## src/rtl/mission_elapsed_timer.sv

```systemverilog
// Mission elapsed timer.
// Edge-detects the 1 kHz divider output on the 1 MHz system clock and keeps
// a ms/sec/min/hour count. It emits 1 ms, 1 Hz and sample strobes, and offers
// a coherent four-phase snapshot of the time to the telemetry packetizer.
module mission_elapsed_timer #(
  parameter int MS_PER_SEC  = 1000,
  parameter int SEC_PER_MIN = 60,
  parameter int SAMPLE_DIV  = 100
) (
  input  logic       CLK_1MHZ_IN,
  input  logic       RESET,
  input  logic       CLK_1KHZ_IN,
  input  logic       CLEAR,
  input  logic       SNAP_REQ,
  output logic       SNAP_ACK,
  output logic [9:0] SNAP_MS,
  output logic [5:0] SNAP_SEC,
  output logic [5:0] SNAP_MIN,
  output logic [7:0] SNAP_HOUR,
  output logic       TICK_1MS,
  output logic       PPS_OUT,
  output logic       SAMPLE_STROBE,
  output logic       OVF
);

  localparam logic [9:0] MS_LAST   = 10'(MS_PER_SEC - 1);
  localparam logic [5:0] SEC_LAST  = 6'(SEC_PER_MIN - 1);
  localparam logic [9:0] SAMP_LAST = 10'(SAMPLE_DIV - 1);

  typedef enum logic {
    IDLE,
    HOLD
  } snapState_e;

  logic       prevKhz_q;
  logic [9:0] ms_q, ms_d;
  logic [5:0] sec_q, sec_d;
  logic [5:0] min_q, min_d;
  logic [7:0] hour_q, hour_d;
  logic [9:0] samp_q, samp_d;
  logic       ovf_q, ovf_d;
  logic       tick_q, tick_d;
  logic       pps_q, pps_d;
  logic       sample_q, sample_d;
  logic       tickDet;

  snapState_e state_q;
  logic       ack_q;
  logic [9:0] snapMs_q;
  logic [5:0] snapSec_q;
  logic [5:0] snapMin_q;
  logic [7:0] snapHour_q;

  // Next-state of the count chain: CLEAR wins over a tick, all carries ripple in one cycle.
  always_comb begin
    tickDet  = CLK_1KHZ_IN & ~prevKhz_q;
    ms_d     = ms_q;
    sec_d    = sec_q;
    min_d    = min_q;
    hour_d   = hour_q;
    samp_d   = samp_q;
    ovf_d    = ovf_q;
    tick_d   = 1'b0;
    pps_d    = 1'b0;
    sample_d = 1'b0;
    if (CLEAR) begin
      ms_d   = '0;
      sec_d  = '0;
      min_d  = '0;
      hour_d = '0;
      samp_d = '0;
      ovf_d  = 1'b0;
    end else if (tickDet) begin
      tick_d = 1'b1;
      if (samp_q == SAMP_LAST) begin
        samp_d   = '0;
        sample_d = 1'b1;
      end else begin
        samp_d = samp_q + 10'd1;
      end
      if (ms_q == MS_LAST) begin
        ms_d  = '0;
        pps_d = 1'b1;
        if (sec_q == SEC_LAST) begin
          sec_d = '0;
          if (min_q == SEC_LAST) begin
            min_d = '0;
            if (hour_q == 8'd255) begin
              hour_d = '0;
              ovf_d  = 1'b1;
            end else begin
              hour_d = hour_q + 8'd1;
            end
          end else begin
            min_d = min_q + 6'd1;
          end
        end else begin
          sec_d = sec_q + 6'd1;
        end
      end else begin
        ms_d = ms_q + 10'd1;
      end
    end
  end

  // Count registers, strobes and edge history; history resets high so the divider's reset-high output gives no false tick.
  always_ff @(posedge CLK_1MHZ_IN or negedge RESET) begin
    if (!RESET) begin
      prevKhz_q <= 1'b1;
      ms_q      <= '0;
      sec_q     <= '0;
      min_q     <= '0;
      hour_q    <= '0;
      samp_q    <= '0;
      ovf_q     <= 1'b0;
      tick_q    <= 1'b0;
      pps_q     <= 1'b0;
      sample_q  <= 1'b0;
    end else begin
      prevKhz_q <= CLK_1KHZ_IN;
      ms_q      <= ms_d;
      sec_q     <= sec_d;
      min_q     <= min_d;
      hour_q    <= hour_d;
      samp_q    <= samp_d;
      ovf_q     <= ovf_d;
      tick_q    <= tick_d;
      pps_q     <= pps_d;
      sample_q  <= sample_d;
    end
  end

  // Snapshot handshake: capture the registered (pre-tick) time once per REQ level, hold until REQ drops.
  always_ff @(posedge CLK_1MHZ_IN or negedge RESET) begin
    if (!RESET) begin
      state_q    <= IDLE;
      ack_q      <= 1'b0;
      snapMs_q   <= '0;
      snapSec_q  <= '0;
      snapMin_q  <= '0;
      snapHour_q <= '0;
    end else begin
      case (state_q)
        IDLE: begin
          if (SNAP_REQ) begin
            snapMs_q   <= ms_q;
            snapSec_q  <= sec_q;
            snapMin_q  <= min_q;
            snapHour_q <= hour_q;
            ack_q      <= 1'b1;
            state_q    <= HOLD;
          end
        end
        HOLD: begin
          if (!SNAP_REQ) begin
            ack_q   <= 1'b0;
            state_q <= IDLE;
          end
        end
        default: begin
          ack_q   <= 1'b0;
          state_q <= IDLE;
        end
      endcase
    end
  end

  assign SNAP_ACK      = ack_q;
  assign SNAP_MS       = snapMs_q;
  assign SNAP_SEC      = snapSec_q;
  assign SNAP_MIN      = snapMin_q;
  assign SNAP_HOUR     = snapHour_q;
  assign TICK_1MS      = tick_q;
  assign PPS_OUT       = pps_q;
  assign SAMPLE_STROBE = sample_q;
  assign OVF           = ovf_q;

endmodule

```

## config.mk

```make
export PLATFORM = sky130hd
export DESIGN_NAME = mission_elapsed_timer
export DESIGN_NICKNAME = d
export VERILOG_FILES = /design/src/rtl/mission_elapsed_timer.sv
export SDC_FILE = /design/constraint.sdc
export NUM_CORES = 1
export LEC_CHECK = 0
export BUFFER_PORTS_ARGS = -buffer_cell sky130_fd_sc_hd__buf_2
export CAP_MARGIN = 20
export CORE_MARGIN = 5
export CORE_UTILIZATION = 40
export DETAILED_ROUTE_END_ITERATION = 7
export MAX_ROUTING_LAYER = met4
export PLACE_DENSITY = 0.7
export SYNTH_ARGS = -nofsm -noshare
export SYNTH_HDL_FRONTEND = slang
export SYNTH_SLANG_ARGS = --single-unit
```

## constraint.sdc

```tcl
create_clock -name CLK_1MHZ_IN -period 5.1 [get_ports CLK_1MHZ_IN]
set_clock_uncertainty 0.2 [all_clocks]
set_input_delay 1.02 -clock CLK_1MHZ_IN [delete_from_list [all_inputs] [get_ports CLK_1MHZ_IN]]
set_output_delay 1.02 -clock CLK_1MHZ_IN [all_outputs]
set_load 0.03 [all_outputs]
```

---- Yosys cells after proc, flatten, opt, wreduce, memory -nomap -nowiden ----
Index checks and enable logic that the tools add are counted.
storage, ports and cells
  output and inout bits ................... 35
  memories kept ........................... 0
  bits in latches ......................... 0
  register bits ........................... 77
  logic and storage cells ................. 81
  ROM bits ................................ 0
  bits of input ports ..................... 5
  RAM bits ................................ 0
operators by class
  add/sub/neg operators ................... 5
  divide/modulo/power cells ............... 0
  magnitude comparators ................... 0
  equal/unequal tests ..................... 7
  shift-type cells ........................ 0
  bitwise operators ....................... 3
  multiplexer cells ....................... 39
  reduce and logical (&&, ||, !) cells .... 11
  $mul .................................... 0
operators with widths
  kind                     count
  $mux W10                 6
  $mux W6                  9
  $mux W8                  6
  $add A10 B1 Y10 const B  2
  $mux W1                  17
  $add A6 B1 Y6 const B    2
  $eq A6 B6 Y1 const B     2
  $eq A10 B10 Y1 const B   1
  $eq A10 B7 Y1 const B    1
  $reduce_bool A2 Y1       5
  $add A8 B1 Y8 const B    1
  $eq A8 B8 Y1 const B     1
  $reduce_and A2 Y1        3
  $reduce_and A5 Y1        1
  $ne A2 B2 Y1 const B     2
  $reduce_and A4 Y1        1
  $reduce_and A3 Y1        1
  $not A1 Y1               2
  $pmux W1 S2              1
  $and A1 B1 Y1            1

---- Longest topological paths before layout ----
Gate-level depths: netlist of the first run.
  depth after elaboration ................. 7
  mapped depth ............................ 6
  mapped depth without buffers ............ 5

---- Worst setup path before layout of the first run ----
No wires, ideal clock.
  path type ............................... input to register
  from .................................... in CLK_1KHZ_IN
  to ...................................... reg hour_q[2]
  stages .................................. 5
  data required time ...................... 4.775 ns
  setup time .............................. 0.125 ns
  slack ................................... 2.712 ns
  arrival ................................. 2.063 ns
  cells stage by stage .................... nand2b_1 > nor4_2 > buf_4 > nand4_2 > mux2_4
on the way
  longest elaborated chain between the ends .. 3
RTL lines
  item                                 line  RTL
  start, declared                      12    input logic CLK_1KHZ_IN,
  $and A1 B1 Y1                        56    tickDet = CLK_1KHZ_IN & ~prevKhz_q;
  $reduce_bool A2 Y1 (no source line)  n/a
  $reduce_and A4 Y1 (no source line)   n/a
  end signal, assigned                 124   hour_q <= hour_d;
  end, declared                        39    logic [7:0] hour_q, hour_d;
No other way between the ends.
A chain may end at the register's enable or synchronous reset.

---- Final worst setup path of the first run ----
  from .................................... in CLK_1KHZ_IN
  to ...................................... reg hour_q[4]
The elaborated chain is that of the path after synthesis.

==> results by group, run 1 <==
Placed design
  • PortBufs: 39
  • Routability congestion estimate: 0.855
  • DP Wirelength: 5270 um
  • Dpl cells: 461

Detailed routing
  • DR iter-0 viols: 168
  • Post-DR wirelength/cell: 16.4 um
  • Via density: 5.80
  • Post-route ant nets: 0
  • Post-route DRC: 0
  • WL final: 7850 um
  • Via count: 2774
  • Drt pass-1 iters: 4

Hold path
  • Worst min-delay path startpoint: state_q
  • Hold depth: 1
  • WHS Endpoint: SNAP_ACK
  • Worst Hold Class: reg2reg

Finish
  • Layout cell share with drive strength beyond 1: 0.289
  • Nets: 373
  • Ant diodes: 0
  • Non-Filler Instances: 478
  • Multi-input logic area: 1680 um2
  • Core Util, Final: 0.459
  • Area grow syn2layout: 13.5%
  • Filler cells: 835
  • Seq. cell area: 1930 um2

Logic synthesis
  • Syn nets: 335
  • Synth warn: 0
  • Post-synthesis register bit count: 77
  • EDFF count, synth: 0
  • Synth top area share: 0.513
  • Most frequent cells after synthesis: dfrtp_1, mux2_2, nand2_1
  • Top-count cell post-synth: dfrtp_1
  • Asr flop ratio synth: 1.00
  • Sequential area share after synthesis: 0.520
  • Mapped Cells: 324
  • Post-synthesis cell type count: 65
  • Top cell type by total area after synthesis: dfrtp_1
  • Avg Inst Size Synth: 11.4 um2
  • Ranking of synthesized cells by area: dfrtp_1, mux2_2, nand2_1, ha_1, a21oi_1
  • Post-Syn Area: 3710 um2
  • Primary FF master, synth: dfrtp_1

Clock network
  • Clk pin slew, worst setup/hold paths: 0.08 ns
  • Root Buffer: clkbuf_8
  • CTS buffer count: 9
  • Clk_lat worst skew: 0.35 ns
  • Hold buffer count at cts: 0
  • Post-cts repair resize count: 0
  • Htree depth: 3
  • Sink Count: 77
  • Bufs on Longest Clock Path: 2
  • Postcts setup bufs: 0
  • CTS tree: yes

Floorplanning
  • Width of the die: 106 um
  • Die area: 11300 um2
  • I/O pin cnt: 40
  • Core area: 9150 um2
  • Row cnt: 35
  • Die extent in y: 106 um
  • Starting Density: 0.405

Worst setup path
  • Worst r2r src: ms_q[0]
  • Worst setup path class: in2reg
  • CP Capture Type: flip-flop
  • Worst setup SP type: input pin
  • Reg-to-reg endpoint: hour_q[4]
  • Cells on worst reg2reg path: 5
  • Crit-path max FO: 11
  • Crit path DAT: 2.92 ns
  • Critical Path RT: 5.14 ns
  • R2R setup slack: 2.40 ns

Power and ir drop
  • Tot Pwr: 1.15 mW
  • Leakage: 1.99 nW
  • Pwr Density: 272 nW/um2
  • Max VDD drop: 0.116 mV

GRT
  • Vias in the first global route: 2727
  • Largest net degree at the start of global routing: 78
  • First-pass GRT wire length: 13400 um
  • Initial antenna violation count: 0
  • Gr usage total: 0.150
  • Grt total ovfl: 0

Timing
  • Slew Limit Fails: 0
  • Fin crit period: 2.88 ns
  • Slew headroom: 0.314
  • Max Fclk: 347 MHz
  • RSZ-0062 raised after global routing: no
  • Sum Neg Setup Slack: 0 ns
  • Hold WS: 0.280 ns
  • Slew @ Worst Pin: 1.02 ns
  • Final setup vio count: 0
  • Post-route clock period utilization: 0.565
  • Final hold violation count: 0

Job
  • Max cap viols: 0

Status
  • Outcome: completed
cell usage in the layout, fill, tap and decap left out, types with 6 or more instances in the layout:
| cell | Yosys | routed |
|---|---|---|
| dfrtp_1 | 76 | 76 |
| a21oi_1 | 13 | 13 |
| buf_2 | 3 | 38 |
| a31oi_1 | 10 | 10 |
| nand2_1 | 26 | 26 |
| ha_1 | 6 | 6 |
| nand4_1 | 7 | 7 |
| inv_1 | 6 | 6 |
| nor2_1 | 15 | 15 |
| and3_1 | 6 | 6 |
| o21ai_0 | 8 | 8 |
| nand3_1 | 12 | 12 |
| clkbuf_8 | 0 | 11 |
| mux2_2 | 33 | 33 |
worst max-delay path by stage:
stage                     cells after the start        start         to  slack [ns]
after floorplan                               5  CLK_1KHZ_IN  hour_q[2]        2.71
after global placement                        5  CLK_1KHZ_IN  hour_q[4]        1.89
after detailed placement                      5  CLK_1KHZ_IN  hour_q[4]        1.91
after CTS                                     5  CLK_1KHZ_IN  hour_q[4]        2.29
after global routing                          5  CLK_1KHZ_IN  hour_q[4]        2.15
final                                         5  CLK_1KHZ_IN  hour_q[4]        2.22
metal layers:
| metal | part of all wire | vias to the layer above | GRT usage |
|---|---|---|---|
| met3 | 0.041 | 13 | 0.0243 |
| met1 | 0.47 | 1390 | 0.199 |
| met2 | 0.47 | 70 | 0.226 |
| met4 | 0.020 | 0 | 0.0703 |
| li1 | - | 1301 | - |
| met5 | 0 | - | - |
layout make-up:
type | count | share of cell area
Multi-Input combinational cell | 225 | 0.399
Clock inverter | 4 | 0.0113
Timing Repair Buffer | 42 | 0.0553
Tap cell | 111 | 0.0330
Inverter | 7 | 0.00625
Clock buffer | 12 | 0.0369
Sequential cell | 77 | 0.458
flip-flops by register name (all words and copies together) (netlist names):
register	flops
samp_q	10
min_q	6
SNAP_HOUR	8
SAMPLE_STROBE	1
ms_q	10
PPS_OUT	1
SNAP_ACK	1
OVF	1
hour_q	8
prevKhz_q	1
TICK_1MS	1
state_q	1
SNAP_MS	10
SNAP_MIN	6
sec_q	6
SNAP_SEC	6
worst max-delay path, cell delays in order:
cell and delay [ns]:
buf_2 0.12, nand2b_1 0.19, nor4_2 0.94, and4_1 0.33
mux2_1 0.31
power breakdown:
group / switching (mW) / internal (mW)
Combinational: 0.0410 / 0.0159
Sequential: 0.00399 / 0.616
Clock: 0.218 / 0.251
Total: 0.263 / 0.883
cell families after synthesis:
| family | count (synthesis) | share of synthesized area |
|---|---|---|
| simple gates | 110 | 0.174 |
| buf+inv | 22 | 0.0273 |
| fa+ha+maj | 6 | 0.0203 |
| mux | 36 | 0.110 |
| xor+xnor | 6 | 0.0142 |
| compound gates | 67 | 0.134 |
| flops | 77 | 0.520 |
metrics by stage:
step / area [um2] / setup WS [ns]
detailed placement: 3980 / 1.91
CTS: 4190 / 2.29
floorplan: 3710 / 2.71
global placement: 3980 / 1.89
global route: 4210 / 2.15
finish: 4210 / 2.22
(Power assumes the default switching activity.)
==> inputs of run 2 (changes only) <==
--- a/config.mk
+++ b/config.mk
@@ -11,7 +11,7 @@
 export CORE_UTILIZATION = 40
 export DETAILED_ROUTE_END_ITERATION = 7
 export MAX_ROUTING_LAYER = met4
-export PLACE_DENSITY = 0.7
+export PLACE_DENSITY = 0.72
 export SYNTH_ARGS = -nofsm -noshare
 export SYNTH_HDL_FRONTEND = slang
 export SYNTH_SLANG_ARGS = --single-unit
==> constraint.sdc (replaced) <==
create_clock -name CLK_1MHZ_IN -period 2.4 [get_ports CLK_1MHZ_IN]
set_clock_uncertainty 0.2 [all_clocks]
set_input_delay 0.48 -clock CLK_1MHZ_IN [delete_from_list [all_inputs] [get_ports CLK_1MHZ_IN]]
set_output_delay 0.48 -clock CLK_1MHZ_IN [all_outputs]
set_load 0.03 [all_outputs]
==> run 2 against run 1 <==
  * Clock power increased by 110%
  * Power rose by 110%
  * Flip-flop and latch count is the same
  * Worst setup slack worse by 2.1 ns
  * Register-to-register slack got worse by 2.2 ns
  * Design area up 1.6%
  * Sequential share of layout area fell by 0.74 points
  * Critical endpoint is now hour_q[6]
==> results by group, run 2 (synthesized netlist as in run 1, its figures left out) <==
Finish
  • Area grow syn2layout: 15.3%
  • Ant diodes: 0
  • Nets: 384
  • Layout cell share with drive strength beyond 1: 0.308
  • Most frequent cells in the layout: dfrtp_1, buf_2, mux2_2
  • Most common cell after layout, fill and taps aside: dfrtp_1

Clock network
  • Sink Count: 77
  • Clk_lat worst skew: 0.35 ns
  • CTS buffer count: 9
  • Root Buffer: clkbuf_8
  • Hold buffer count at cts: 1
  • Clk pin slew, worst setup/hold paths: 0.08 ns
  • CTS tree: yes
  • Htree depth: 3
  • Bufs on Longest Clock Path: 2
  • Postcts setup bufs: 0
  • Post-cts repair resize count: 0

GRT
  • First-pass GRT wire length: 14000 um
  • Largest net degree at the start of global routing: 40
  • Vias in the first global route: 2854
  • Grt total ovfl: 0
  • Gr usage total: 0.158
  • Initial antenna violation count: 0

Floorplanning
  • Die extent in y: 106 um
  • Starting Density: 0.405
  • Core area: 9150 um2
  • Die area: 11300 um2
  • Width of the die: 106 um
  • Row cnt: 35
  • I/O pin cnt: 40

Worst setup path
  • Critical Path RT: 2.43 ns
  • Crit path max-delay family: simple AND/OR/NAND/NOR gates
  • Crit path DAT: 2.27 ns
  • CP Capture Type: flip-flop
  • Critical-path cell list: ha_1, and4_4, nand4_4, nor4_1, mux2_1
  • Worst setup SP type: flip-flop
  • Worst path max stage delay: 0.42 ns
  • Worst setup path class: reg2reg
  • Bufs and invs on worst path: 0
  • CP max-delay cell: dfrtp_1
  • Crit-path max FO: 14

Detailed routing
  • Via count: 2778
  • Post-DR wirelength/cell: 16.4 um
  • Drt pass-1 iters: 4
  • DR iter-0 viols: 198
  • Post-route DRC: 0
  • WL final: 8000 um
  • Via density: 5.69
  • Post-route ant nets: 0

Timing
  • Slew @ Worst Pin: 0.512 ns
  • Fin crit period: 2.23 ns
  • Max Fclk: 448 MHz
  • Slew headroom: 0.657
  • Slew Limit Fails: 0
  • Post-route clock period utilization: 0.931
  • Final hold violation count: 0
  • RSZ-0062 raised after global routing: no
  • Final setup vio count: 0
  • Sum Neg Setup Slack: 0 ns
  • Setup slack after layout: 0.166 ns

Hold path
  • Worst Hold Class: in2reg

Power and ir drop
  • Tot Pwr: 2.43 mW
  • Pwr Density: 568 nW/um2
  • Max VDD drop: 0.206 mV
  • Leakage: 2.03 nW

Placed design
  • PortBufs: 39
  • Routability congestion estimate: 0.906
  • Post-place setup slack: 0.219 ns
  • DP Wirelength: 5530 um

Job
  • Max cap viols: 0

Status
  • Outcome: completed
-- run 2: power by group --
part / internal, mW / switching (mW)
combinational: 0.0396 / 0.0887
sequential: 1.31 / 0.00863
clock: 0.528 / 0.456
-- run 2: cell type report --
type,instances,area (um2)
multi-input combinational,225,1680
timing repair buffer,53,305
sequential,77,1930
tap,111,139
fill,816,4880
inverter,7,26.3
clock buffer,11,151
clock inverter,4,47.5
-- run 2: per-layer routing --
layer	up-vias	GRT usage	wire (um)
li1	1320	-	-
met1	1376	0.208	3830
met2	74	0.238	3710
met3	8	0.0431	345
met4	0	0.0518	108
met5	-	-	0
-- run 2: through the flow --
stage	hold slack [ns]	area, um2	cells	utilization
2_1_floorplan	-0.0156	3710	324	-
3_3_place_gp	0.252	4070	472	0.444
3_5_place_dp	0.274	4070	472	0.444
4_1_cts	0.0370	4270	488	0.467
5_1_grt	0.0353	4270	488	0.467
6_report	0.0554	4270	488	0.467
-- run 2: worst paths after layout --
kind | start | to | slack [ns] | cells after the start
setup / recovery | ms_q[0] | hour_q[6] | 0.17 | 5
hold / removal | SNAP_REQ | state_q | 0.06 | 1
setup reg to reg | ms_q[0] | hour_q[6] | 0.17 | 5
hold reg to reg | state_q | SNAP_ACK | 0.29 | 1
max in group asynchronous | RESET | prevKhz_q | 0.92 | 3
min in group asynchronous | RESET | SNAP_MIN[5] | 0.43 | 2
